$ cat src/rtl/multicycle_ctrl_if.sv
// Control bundle between the multi-cycle controller and the datapath.
//   instr, status        : datapath -> controller (fetched word, ALU flags {N,Z,C,V})
//   regRW .. illegal     : controller -> datapath (registered control outputs)
// master = controller side, slave = datapath side.
interface multicycle_ctrl_if;
    logic [31:0] instr;
    logic [3:0]  status;
    logic        regRW;
    logic        ALUsrc;
    logic [1:0]  immsrc;
    logic [4:0]  ALUop;
    logic        mRW;
    logic        wb;
    logic        pcsrc;
    logic        pc_en;
    logic        illegal;

    modport master (
        input  instr, status,
        output regRW, ALUsrc, immsrc, ALUop, mRW, wb, pcsrc, pc_en, illegal
    );
    modport slave (
        output instr, status,
        input  regRW, ALUsrc, immsrc, ALUop, mRW, wb, pcsrc, pc_en, illegal
    );
endinterface

$ cat src/rtl/multicycle_ctrl.sv
// Multi-cycle control FSM (FETCH/DECODE/EXEC/MEM/WB/HALT) upstream of the datapath.
// Every control output is a register loaded with the decode of the state being
// entered, so outputs are stable for the whole state cycle.
// Ports:
//   clk   : clock, posedge
//   rst   : synchronous active-low reset
//   bus   : multicycle_ctrl_if.master (instr/status in, datapath controls out)
//   cyc_cnt, ret_cnt : performance counters, present only with CTRL_PERF_EN
// Parameters: HALT_ON_ILLEGAL (1 = park in HALT, 0 = retire as NOP),
//             CNT_W (counter width, only with CTRL_PERF_EN).
// Optional feature macro: CTRL_PERF_EN.
module multicycle_ctrl #(
    parameter bit HALT_ON_ILLEGAL = 1'b1
`ifdef CTRL_PERF_EN
    ,
    parameter int CNT_W = 32
`endif
) (
    input  logic              clk,
    input  logic              rst,
    multicycle_ctrl_if.master bus
`ifdef CTRL_PERF_EN
    ,
    output logic [CNT_W-1:0]  cyc_cnt,
    output logic [CNT_W-1:0]  ret_cnt
`endif
);
    typedef enum logic [2:0] {S_FETCH, S_DECODE, S_EXEC, S_MEM, S_WB, S_HALT} state_t;

    localparam logic [6:0] OP_R  = 7'b0110011;
    localparam logic [6:0] OP_I  = 7'b0010011;
    localparam logic [6:0] OP_LW = 7'b0000011;
    localparam logic [6:0] OP_SW = 7'b0100011;
    localparam logic [6:0] OP_BR = 7'b1100011;

    localparam logic [4:0] ALU_ADD = 5'd0, ALU_SUB = 5'd1, ALU_AND = 5'd2, ALU_OR  = 5'd3,
                           ALU_XOR = 5'd4, ALU_SLL = 5'd5, ALU_SRL = 5'd6, ALU_SLT = 5'd7;

    // Only BEQ/BNE are supported under BRANCH.
    function automatic logic is_illegal(input logic [31:0] w);
        case (w[6:0])
            OP_R, OP_I, OP_LW, OP_SW: is_illegal = 1'b0;
            OP_BR:                    is_illegal = (w[14:13] != 2'b00);
            default:                  is_illegal = 1'b1;
        endcase
    endfunction

    function automatic logic [4:0] alu_fn(input logic [2:0] f3, input logic sub);
        case (f3)
            3'b000:         alu_fn = sub ? ALU_SUB : ALU_ADD;
            3'b001:         alu_fn = ALU_SLL;
            3'b010, 3'b011: alu_fn = ALU_SLT;
            3'b100:         alu_fn = ALU_XOR;
            3'b101:         alu_fn = ALU_SRL;
            3'b110:         alu_fn = ALU_OR;
            default:        alu_fn = ALU_AND;
        endcase
    endfunction

    state_t      state, next_state;
    logic [31:0] ir, nir;
    logic [6:0]  op;
    logic        ill;
    logic        regrw_q, alusrc_q, mrw_q, wb_q, pcsrc_q, pcen_q, illegal_q;
    logic [1:0]  immsrc_q;
    logic [4:0]  aluop_q;
    logic        regrw_d, alusrc_d, mrw_d, wb_d, pcsrc_d, pcen_d, illegal_d;
    logic [1:0]  immsrc_d;
    logic [4:0]  aluop_d;

    // Fields of ir the controller never looks at.
    logic unused_bits;
    assign unused_bits = ^{ir[31], ir[29:15], ir[11:7], bus.status[3], bus.status[1:0]};

    always_comb begin
        // ir as it will look in the state being entered (loaded during FETCH).
        nir        = (state == S_FETCH) ? bus.instr : ir;
        op         = nir[6:0];
        ill        = is_illegal(nir);
        next_state = state;
        case (state)
            S_FETCH:  next_state = S_DECODE;
            S_DECODE: if (ill) next_state = HALT_ON_ILLEGAL ? S_HALT : S_FETCH;
                      else     next_state = S_EXEC;
            S_EXEC:   if (op == OP_BR)                     next_state = S_FETCH;
                      else if (op == OP_LW || op == OP_SW) next_state = S_MEM;
                      else                                 next_state = S_WB;
            S_MEM:    next_state = (op == OP_LW) ? S_WB : S_FETCH;
            S_WB:     next_state = S_FETCH;
            S_HALT:   next_state = S_HALT;
            default:  next_state = S_FETCH;
        endcase

        regrw_d   = 1'b0;
        alusrc_d  = 1'b1;
        immsrc_d  = 2'b00;
        aluop_d   = ALU_ADD;
        mrw_d     = 1'b1;
        wb_d      = 1'b0;
        pcsrc_d   = 1'b1;
        pcen_d    = 1'b0;
        illegal_d = illegal_q | (state == S_DECODE && ill);

        // ALU controls are held identical across EXEC, MEM and WB.
        if (next_state == S_EXEC || next_state == S_MEM || next_state == S_WB) begin
            case (op)
                OP_R:    aluop_d = alu_fn(nir[14:12], nir[30]);
                OP_I:    begin alusrc_d = 1'b0; aluop_d = alu_fn(nir[14:12], 1'b0); end
                OP_LW:   alusrc_d = 1'b0;
                OP_SW:   begin alusrc_d = 1'b0; immsrc_d = 2'b01; end
                OP_BR:   begin immsrc_d = 2'b10; aluop_d = ALU_SUB; end
                default: ;
            endcase
        end

        case (next_state)
            S_DECODE: if (ill && !HALT_ON_ILLEGAL) pcen_d = 1'b1;
            // Branch resolves in EXEC: taken when Z xor BNE; taken selects PC+imm.
            S_EXEC:   if (op == OP_BR) begin
                          pcen_d  = 1'b1;
                          pcsrc_d = ~(bus.status[2] ^ nir[12]);
                      end
            S_MEM:    if (op == OP_SW) begin mrw_d = 1'b0; pcen_d = 1'b1; end
            S_WB:     begin regrw_d = 1'b1; wb_d = (op == OP_LW); pcen_d = 1'b1; end
            default:  ;
        endcase
    end

    always_ff @(posedge clk) begin
        if (!rst) begin
            state     <= S_FETCH;
            ir        <= '0;
            regrw_q   <= 1'b0;
            alusrc_q  <= 1'b1;
            immsrc_q  <= 2'b00;
            aluop_q   <= ALU_ADD;
            mrw_q     <= 1'b1;
            wb_q      <= 1'b0;
            pcsrc_q   <= 1'b1;
            pcen_q    <= 1'b0;
            illegal_q <= 1'b0;
        end else begin
            state     <= next_state;
            ir        <= nir;
            regrw_q   <= regrw_d;
            alusrc_q  <= alusrc_d;
            immsrc_q  <= immsrc_d;
            aluop_q   <= aluop_d;
            mrw_q     <= mrw_d;
            wb_q      <= wb_d;
            pcsrc_q   <= pcsrc_d;
            pcen_q    <= pcen_d;
            illegal_q <= illegal_d;
        end
    end

    assign bus.regRW   = regrw_q;
    assign bus.ALUsrc  = alusrc_q;
    assign bus.immsrc  = immsrc_q;
    assign bus.ALUop   = aluop_q;
    assign bus.mRW     = mrw_q;
    assign bus.wb      = wb_q;
    assign bus.pcsrc   = pcsrc_q;
    assign bus.pc_en   = pcen_q;
    assign bus.illegal = illegal_q;

`ifdef CTRL_PERF_EN
    always_ff @(posedge clk) begin
        if (!rst) begin
            cyc_cnt <= '0;
            ret_cnt <= '0;
        end else begin
            if (state != S_HALT) cyc_cnt <= cyc_cnt + 1'b1;
            if (pcen_q)          ret_cnt <= ret_cnt + 1'b1;
        end
    end
`endif
endmodule

$ cat src/flat_wrapper.sv
// flat-port wrapper written by rule: the top's interface ports become plain ports
module multicycle_ctrl_flat 
#(
    parameter bit HALT_ON_ILLEGAL = 1'b1

)
  (clk, rst, bus_instr, bus_status, bus_regRW, bus_ALUsrc, bus_immsrc, bus_ALUop, bus_mRW, bus_wb, bus_pcsrc, bus_pc_en, bus_illegal);
  multicycle_ctrl_if bus_i ();
  input  logic clk;
  input  logic rst;
  input wire logic [$bits(bus_i.instr)-1:0] bus_instr;
  input wire logic [$bits(bus_i.status)-1:0] bus_status;
  output wire logic [$bits(bus_i.regRW)-1:0] bus_regRW;
  output wire logic [$bits(bus_i.ALUsrc)-1:0] bus_ALUsrc;
  output wire logic [$bits(bus_i.immsrc)-1:0] bus_immsrc;
  output wire logic [$bits(bus_i.ALUop)-1:0] bus_ALUop;
  output wire logic [$bits(bus_i.mRW)-1:0] bus_mRW;
  output wire logic [$bits(bus_i.wb)-1:0] bus_wb;
  output wire logic [$bits(bus_i.pcsrc)-1:0] bus_pcsrc;
  output wire logic [$bits(bus_i.pc_en)-1:0] bus_pc_en;
  output wire logic [$bits(bus_i.illegal)-1:0] bus_illegal;
  assign bus_i.instr = bus_instr;
  assign bus_i.status = bus_status;
  assign bus_regRW = bus_i.regRW;
  assign bus_ALUsrc = bus_i.ALUsrc;
  assign bus_immsrc = bus_i.immsrc;
  assign bus_ALUop = bus_i.ALUop;
  assign bus_mRW = bus_i.mRW;
  assign bus_wb = bus_i.wb;
  assign bus_pcsrc = bus_i.pcsrc;
  assign bus_pc_en = bus_i.pc_en;
  assign bus_illegal = bus_i.illegal;
  multicycle_ctrl #(.HALT_ON_ILLEGAL(HALT_ON_ILLEGAL)) u_core (.clk(clk), .rst(rst), .bus(bus_i));
endmodule
$ cat config.mk
export PLATFORM = sky130hd
export DESIGN_NAME = multicycle_ctrl_flat
export DESIGN_NICKNAME = d
export VERILOG_FILES = /design/src/rtl/multicycle_ctrl_if.sv /design/src/rtl/multicycle_ctrl.sv /design/src/flat_wrapper.sv
export SDC_FILE = /design/constraint.sdc
export NUM_CORES = 1
export LEC_CHECK = 0
export CORE_UTILIZATION = 38
export CTS_CLUSTER_DIAMETER = 80
export DETAILED_ROUTE_END_ITERATION = 12
export GPL_TIMING_DRIVEN = 1
export HOLD_SLACK_MARGIN = 0.03
export PLACE_DENSITY = 0.75
export SYNTH_ARGS = -nofsm -noshare
export SYNTH_HDL_FRONTEND = slang
export SYNTH_SLANG_ARGS = --single-unit
$ cat constraint.sdc
create_clock -name clk -period 2.2 [get_ports clk]
set_clock_uncertainty 0.05 [all_clocks]
set_input_delay 0.44 -clock clk [delete_from_list [all_inputs] [get_ports clk]]
set_output_delay 0.44 -clock clk [all_outputs]
set_load 0.02 [all_outputs]
==> reports/summary.txt, run 1 <==
unrepaired setup endpoints after global routing - false
Port Buf Inserts - 25
startpoint types - primary input
setup TNS - 0 ns
core box area - 0.003078 mm²
fin cells - 230
Antenna Cells - 0
Lkg Pwr - 0.6257 nW
Met2 Routed Length - 1368 µm
wirelength, routed - 2862 µm
Setup crit end kind - flip-flop
asr flop ratio synth - 0
vias in the first global route - 1,042
Detailed Routing Iterations Pass 1 - 4
post-synthesis cell type count - 46
FILL cells - 296
clock power share - 0.217
Final GP Congestion - 0.8890
post-placement cell count - 227
initial DRC count - 34
Nets - 226
Clock Pin Slew Worst Setup and Hold Paths - 0.13 ns
DR top layer - met4
CTS Sinks - 26
Routed Antenna Nets - 0
postcts setup bufs - 0
sequential share of power - 0.570
H-tree depth - 1
Max FO, Critical Path - 3
fraction of final layout cells with drive strength greater than 1 - 0.1828
WS Path Type - in2reg
largest net degree at the start of global routing - 14
dpl hpwl - 2287 µm
starting density of the core - 0.4069
standard-cell rows - 20
final setup fails - 0
grt total ovfl - 0
Worst Path Required - 2.36 ns
max_cap viols - 0
sw frac - 0.2702
DR vias - 1,178
Mapped Cells - 143
final hold vios - 0
hold crit path type - reg2reg
register area - 520.5 µm²
total CTS buffers - 3
Seq/Total Area, Yosys - 0.4156
most frequent cells in the layout - dfxtp_1 (26), clkdlybuf4s50_1 (25), buf_4 (22)
Slew Limit Headroom - 0.6070
TritonCTS clock tree - done
setup slack, reg-to-reg - 0.09 ns
f_max - 0.4675 GHz
die height - 59.41 µm
met3 routed wirelength - 125 µm
Tmin final - 2.139 ns
setup slack after layout - 0.06074 ns
post-synthesis cell area - 0.001252 mm²
first-pass GRT wire length - 4602 µm
status - finished, final reports clean
Syn Area/Cell - 8.758 µm²
Avg WL per Cell - 12.44 µm
Final Max Tran Viols - 0
pre-CTS WS - -0.3048 ns
Power Total - 0.8891 mW
initial antenna violation count - 0
Syn-to-layout area delta - 36.66%
switching power - 0.2403 mW
Total GRT Usage - 0.1752
worst-case clock buffer depth - 2
Ys Warns - 0
Worst EP arrival - 2.30 ns
maximum VDD drop - 0.0002988 V
worst slew pin tran - 0.5846 ns
width of the die - 59.41 µm
Pint - 0.6488 mW
die footprint - 0.003530 mm²
EDFF count, synth - 0
Clock Latency Late Sink - 0.31 ns
met1 wire length - 1328 µm
Vias per Instance - 5.122
part of the cycle the worst path needs - 0.9724
PD cells - 519.4 mW/mm²
most common cell after layout, fill and taps aside - dfxtp_1
Root Buffer - clkbuf_4
logic gate share of total power - 0.213
post-synthesis register bit count - 26
ys flop type - dfxtp_1
DRC Markers - 0
multi-input logic area - 686.9 µm²
I/O pins - 52
final timing paths:
check,start,end,cells past startpoint
max,bus_instr[4],u_core.bus.ALUsrc,6
min,u_core.ir[30],u_core.ir[30],2
max reg2reg,u_core.state[0],u_core.bus.ALUsrc,5
min reg2reg,u_core.ir[30],u_core.ir[30],2
kinds of logic after synthesis:
| kind of cell | share of synthesized area |
|---|---|
| XOR/XNOR | 0.006994 |
| AO/OA/AOI/OAI | 0.1828 |
| multiplexers | 0.05694 |
| flip-flops | 0.4156 |
| buffers and inverters | 0.04694 |
| other | 0.002994 |
| AND/OR/NAND/NOR | 0.2877 |
what timing repair did:
action,4_1_cts,5_1_grt
hold buffers,0,0
resized for setup,0,2
endpoints found under the setup margin,0,4
power by group through the flow:
| stage | logic (mW) | clock network, mW | registers, mW |
|---|---|---|---|
| floorplan | 0.111 | 0 | 0.514 |
| global placement | 0.184 | 0 | 0.515 |
| detailed placement | 0.186 | 0 | 0.516 |
| CTS | 0.187 | 0.201 | 0.506 |
| global route | 0.208 | 0.218 | 0.510 |
| finish | 0.190 | 0.193 | 0.506 |
cell type report:
cell class                 instances  share of cell area
inverter                           3            0.006579
timing repair buffer              47              0.2427
tap                               44             0.03216
multi-input combinational        107              0.4013
sequential                        26              0.3041
clock buffer                       3             0.01316
metrics by stage:
stage / cell area (µm²) / util / hold WS [ns]
global placement: 1679 / 0.5455 / 0.4002
global route: 1712 / 0.5561 / 0.4489
floorplan: 1256 / - / 0.3869
CTS: 1702 / 0.5528 / 0.4165
finish: 1712 / 0.5561 / 0.4169
detailed placement: 1679 / 0.5455 / 0.3989
flip-flops by register name, indices dropped and copies added (netlist names):
register / flops
u_core.ir: 11
u_core.bus.ALUop: 3
u_core.state: 3
u_core.bus.immsrc: 2
u_core.bus.ALUsrc: 1
u_core.bus.illegal: 1
u_core.bus.mRW: 1
u_core.bus.pc_en: 1
u_core.bus.pcsrc: 1
u_core.bus.regRW: 1
u_core.bus.wb: 1
cell usage after synthesis, types with 2 or more instances:
cell,count,area (µm²)
dfxtp_1,26,520.5
nand2_1,15,56.30
a21oi_1,13,65.06
nor2_1,13,48.80
nor3_1,7,35.03
mux2i_1,6,60.06
o21ai_0,5,25.02
nand3_1,4,20.02
clkbuf_1,3,11.26
inv_1,3,11.26
nand2b_1,3,18.77
or3_1,3,18.77
a211oi_1,2,15.01
a31oi_1,2,12.51
buf_4,2,15.01
nand4_1,2,12.51
nor2b_1,2,12.51
nor4_1,2,12.51
nor4b_1,2,17.52
o21bai_1,2,15.01
layer usage:
layer  GRT usage  up-vias
li1            -      604
met1      0.2358      530
met2      0.2905       40
met3     0.01310        4
met4     0.06803        0
met5           0        -
worst max-delay path, cell delays in order:
cell and delay (ns):
clkdlybuf4s50_1 0.43, nor4b_1 0.18, or4_4 0.54, a211oi_2 0.27, nor3_2 0.08, or3_1 0.37
(Power assumes the default switching activity.)
==> run 2, diff against run 1 <==
--- a/config.mk
+++ b/config.mk
@@ -5,6 +5,7 @@
 export SDC_FILE = /design/constraint.sdc
 export NUM_CORES = 1
 export LEC_CHECK = 0
+export ABC_AREA = 1
 export CORE_UTILIZATION = 38
 export CTS_CLUSTER_DIAMETER = 80
 export DETAILED_ROUTE_END_ITERATION = 12
==> run 2 against run 1 <==
  * Combinational power increased by 110%
  * Via count increased by 0.34%
  * First-iteration DRC count increased by 29%
  * Area after synthesis increased by 0.80%
  * Sequential power increased by 5.5%
  * Die area increased by 0.78%
  * Sequential cell count unchanged
  * Setup slack improved by 0.25 ns
  * Global-route usage decreased by 1.0 points
  * Power increased by 42%
  * Core utilization decreased by 3.7 points
  * Critical path type is now reg2reg
==> reports/summary.txt, run 2 <==
worst-case clock buffer depth - 2
EDFF count, synth - 0
Avg WL per Cell - 10.30 µm
CTS Sinks - 26
post-synthesis mux area share - 0
Worst EP arrival - 2.12 ns
Clock Pin Slew Worst Setup and Hold Paths - 0.14 ns
Max FO, Critical Path - 11
initial antenna violation count - 0
Total GRT Usage - 0.1651
largest family of logic cells by synthesized area - simple AND/OR/NAND/NOR gates
grt total ovfl - 0
Clock Latency Late Sink - 0.33 ns
vias in the first global route - 1,058
Largest register FFs - 11
Final Max Tran Viols - 0
post-synthesis cell type count - 25
Syn Area/Cell - 6.937 µm²
register area - 520.5 µm²
die footprint - 0.003557 mm²
starting density of the core - 0.4069
initial DRC count - 44
Port Buf Inserts - 25
Post-synth top cells - nand2_1 (46), dfxtp_1 (26), nor2_1 (23)
Ys Warns - 0
multi-input logic area - 616.8 µm²
status - finished, final reports clean
Syn-to-layout area delta - 27.65%
width of the die - 59.64 µm
Final GP Congestion - 0.8962
total CTS buffers - 3
DR vias - 1,182
f_max - 0.5285 GHz
Root Buffer - clkbuf_4
post-synthesis register bit count - 26
Synth Area in Adders - 0
leading area contributor after synthesis - dfxtp_1
fraction of final layout cells with drive strength greater than 1 - 0.1143
WS Path Type - reg2reg
wirelength, routed - 2616 µm
Detailed Routing Iterations Pass 1 - 4
most common cell in the netlist - nand2_1
post-synthesis cell area - 0.001262 mm²
Power Total - 1.265 mW
max_cap viols - 0
# resized after CTS - 0
core box area - 0.003103 mm²
final hold vios - 0
Worst Path Required - 2.43 ns
maximum VDD drop - 0.0004303 V
die height - 59.64 µm
hold_buf cts - 0
I/O pins - 52
most common cell after layout, fill and taps aside - nand2_1
hold wc startpoint - u_core.bus.illegal
hold crit path type - reg2reg
xor and xnor fraction of the mapped netlist area - 0
Routed Antenna Nets - 0
setup TNS - 0 ns
ranking of synthesized cells by area - dfxtp_1 (41%), nand2_1 (14%), nor2_1 (6.8%)
Antenna Cells - 0
largest register by flop count - u_core.ir
startpoint types - flip-flop
largest net degree at the start of global routing - 19
Post-Synth Simple-Gate Area - 0.4004
H-tree depth - 1
first-pass GRT wire length - 4381 µm
Setup crit end kind - flip-flop
most frequent cells in the layout - nand2_1 (46), dfxtp_1 (26), clkdlybuf4s50_1 (25)
Seq/Total Area, Yosys - 0.4123
Vias per Instance - 4.654
Lkg Pwr - 0.7365 nW
standard-cell rows - 20
TritonCTS clock tree - done
dpl hpwl - 1918 µm
PD cells - 785.2 mW/mm²
asr flop ratio synth - 0
DRC Markers - 0
Critical path origin - u_core.state[2]
FILL cells - 324
unrepaired setup endpoints after global routing - false
ys flop type - dfxtp_1
part of the cycle the worst path needs - 0.8601
postcts setup bufs - 0
Reg-to-Reg Start - u_core.state[2]
top cell type's share of synthesized area - 0.4123
final setup fails - 0
Mapped Cells - 182
Nets - 249
Tmin final - 1.892 ns
complex-gate fraction of the synthesized area - 0.08226
-- run 2: stage by stage --
step | instances | util | cell area [µm²] | hold slack [ns] | setup WS [ns]
2_1_floorplan | 183 | - | 1266 | 0.3959 | 0.5738
3_3_place_gp | 250 | 0.5024 | 1559 | 0.3944 | 0.1198
3_5_place_dp | 250 | 0.5024 | 1559 | 0.3939 | 0.1208
4_1_cts | 254 | 0.5194 | 1612 | 0.4167 | 0.3238
5_1_grt | 254 | 0.5194 | 1612 | 0.4521 | 0.08932
6_report | 254 | 0.5194 | 1612 | 0.4133 | 0.3077
-- run 2: per-layer routing --
metal / global-route usage / part of all wire / wire length [µm]
met4: 0.1262 / 0.034 / 88
met2: 0.2635 / 0.45 / 1178
met3: 0 / 0.029 / 77
met1: 0.2135 / 0.49 / 1271
met5: 0 / 0 / 0
-- run 2: final timing paths --
path,end,slack [ns],cells after the start
worst min-delay path,u_core.bus.illegal,0.41,2
worst max-delay path,u_core.bus.pc_en,0.31,10
worst max register to register,u_core.bus.pc_en,0.31,10
worst min register to register,u_core.bus.illegal,0.41,2
-- run 2: critical path, cell delays in order (launching register included) --
cell and delay [ns]:
dfxtp_1 0.39, nor2_4 0.16, buf_4 0.20, nand3b_1 0.08, nand2_1 0.10, nand2_1 0.10
nor2_4 0.14, nand4_1 0.15, a21oi_1 0.29, nor2_1 0.08, nor2_1 0.08
-- run 2: final cells by class --
cell class,instances,share of cell area
timing repair buffer,29,0.1739
multi-input combinational,128,0.3828
sequential,26,0.3230
tap,44,0.03416
clock buffer,3,0.01398
clock inverter,1,0.01863
inverter,23,0.05357
-- run 2: cell families after synthesis --
logic type / Yosys count
AND/OR/NAND/NOR: 107
AO/OA/AOI/OAI: 19
flip-flops: 26
buffers and inverters: 29
other: 1
-- run 2: report_power, final --
group | internal (mW) | leakage, nW | switching (mW)
sequential | 0.513 | 0.213 | 0.0205
clock | 0.184 | 0.0279 | 0.145
combinational | 0.141 | 0.496 | 0.262
total | 0.839 | 0.737 | 0.427
==> run 3, diff against run 2 <==
--- a/config.mk
+++ b/config.mk
@@ -10,8 +10,9 @@
 export CTS_CLUSTER_DIAMETER = 80
 export DETAILED_ROUTE_END_ITERATION = 12
 export GPL_TIMING_DRIVEN = 1
-export HOLD_SLACK_MARGIN = 0.03
+export HOLD_SLACK_MARGIN = 0.05
 export PLACE_DENSITY = 0.75
+export RECOVER_POWER = 50
 export SYNTH_ARGS = -nofsm -noshare
 export SYNTH_HDL_FRONTEND = slang
 export SYNTH_SLANG_ARGS = --single-unit
==> run 3 against run 2 <==
  * Clock power is essentially flat
  * Hold slack about the same
  * Power barely moved
  * Maximum frequency is essentially flat
  * Final cell count stayed put
  * Sequential share of layout area unchanged
  * Count of clock-buffer cells in the layout stayed put
  * Combinational power hardly changed
  * Core utilization is the same
  * Global-route usage unchanged
  * First-iteration DRC count did not move
  * Final area unchanged
  * Largest power group unchanged
  * Highest routed layer unchanged
==> reports/summary.txt, run 3 (synthesized netlist as in run 2, its figures left out) <==
setup TNS - 0 ns
Post-DP Area - 0.001559 mm²
largest net degree at the start of global routing - 19
initial antenna violation count - 0
Routed Antenna Nets - 0
Worst path slowest cell - dfxtp_1
Worst EP arrival - 2.12 ns
maximum VDD drop - 0.0004303 V
wirelength, routed - 2613 µm
postcts setup bufs - 0
most common cell after layout, fill and taps aside - nand2_1
standard-cell rows - 20
Final GP Congestion - 0.8962
max_cap viols - 0
Hold Path Stages - 2
final hold vios - 0
Largest register FFs - 11
startpoint types - flip-flop
Tmin final - 1.892 ns
status - finished, final reports clean
most frequent cells in the layout - nand2_1 (46), dfxtp_1 (26), nor2_1 (23)
R2R depth - 10
cells along the critical path - nor2_4 > buf_4 > nand3b_1 > nand2_1 > nand2_1 > nor2_4 > nand4_1 > a21oi_1 > nor2_1 > nor2_1
DRC Markers - 0
Port Buf Inserts - 25
Avg WL per Cell - 10.29 µm
fin cells - 254
part of the cycle the worst path needs - 0.8601
Syn-to-layout area delta - 27.65%
Total GRT Usage - 0.1651
RR Endpoint - u_core.bus.pc_en
hold_buf cts - 0
Clock Latency Late Sink - 0.33 ns
pre-CTS WS - 0.1208 ns
Clock Pin Slew Worst Setup and Hold Paths - 0.14 ns
post-placement cell count - 250
TritonCTS clock tree - done
first-pass GRT wire length - 4381 µm
Vias per Instance - 4.654
Max FO, Critical Path - 11
die height - 59.64 µm
worst-case clock buffer depth - 2
setup slack, reg-to-reg - 0.31 ns
die footprint - 0.003557 mm²
Worst Hold End - u_core.bus.illegal
Critical path origin - u_core.state[2]
Design Area, Final - 0.001612 mm²
I/O pins - 52
unrepaired setup endpoints after global routing - false
WS Path Type - reg2reg
CTS Sinks - 26
Detailed Routing Iterations Pass 1 - 4
fraction of final layout cells with drive strength greater than 1 - 0.1143
core box area - 0.003103 mm²
H-tree depth - 1
grt total ovfl - 0
DR vias - 1,182
total CTS buffers - 3
hold wc startpoint - u_core.bus.illegal
hold crit path type - reg2reg
Antenna Cells - 0
Power Total - 1.265 mW
vias in the first global route - 1,058
slowest stage delay, CP - 0.39 ns
Final Max Tran Viols - 0
dpl hpwl - 1918 µm
Root Buffer - clkbuf_4
Setup crit end kind - flip-flop
Nets - 249
largest register by flop count - u_core.ir
PD cells - 784.9 mW/mm²
Final Core Density - 0.5194
starting density of the core - 0.4069
f_max - 0.5285 GHz
Reg-to-Reg Start - u_core.state[2]
Worst Path Required - 2.43 ns
WHS - 0.4132 ns
width of the die - 59.64 µm
# resized after CTS - 0
initial DRC count - 44
final setup fails - 0
setup slack after layout - 0.3077 ns
Lkg Pwr - 0.7486 nW
[run 3: cell count changes in the layout (fill, tap and decap cells not counted)]
cell | previous run | this run
dlygate4sd3_1 | 0 | 8
clkdlybuf4s50_1 | 25 | 17
[run 3: where the power goes]
group / switching [mW] / internal (mW) / leakage (nW)
clock: 0.144 / 0.184 / 0.0279
sequential: 0.0205 / 0.513 / 0.213
combinational: 0.262 / 0.140 / 0.508
total: 0.427 / 0.838 / 0.749
[run 3: area by class of cell]
| cell class | instances | area (µm²) |
|---|---|---|
| clock inverters | 1 | 30.03 |
| inverters | 23 | 86.33 |
| flip-flops and latches | 26 | 520.5 |
| repair buffers | 29 | 280.3 |
| multi-input cells | 128 | 616.8 |
| fillers | 324 | 1491 |
| clock buffers | 3 | 22.52 |
| well taps | 44 | 55.05 |
[run 3: worst max-delay path by stage]
stage	end	slack (ns)	cells past startpoint
final	u_core.bus.pc_en	0.31	10
after global routing	u_core.bus.ALUop[2]	0.09	12
after CTS	u_core.bus.pc_en	0.32	10
after detailed placement	u_core.bus.ALUop[1]	0.12	12
after global placement	u_core.bus.ALUop[2]	0.12	12
after floorplan	u_core.bus.ALUsrc	0.57	13
[run 3: layer usage]
| metal | vias up | wire, µm | global-route usage |
|---|---|---|---|
| li1 | 626 | - | - |
| met1 | 521 | 1269 | 0.2135 |
| met2 | 28 | 1177 | 0.2635 |
| met3 | 7 | 77 | 0 |
| met4 | 0 | 88 | 0.1262 |
| met5 | - | 0 | 0 |
[run 3: critical path, delay by kind of cell, from the launching register on]
family / cells / cell delay [ns]
simple gates: 8 / 0.89
compound gates: 1 / 0.29
buf+inv: 1 / 0.20
flops: 1 / 0.39
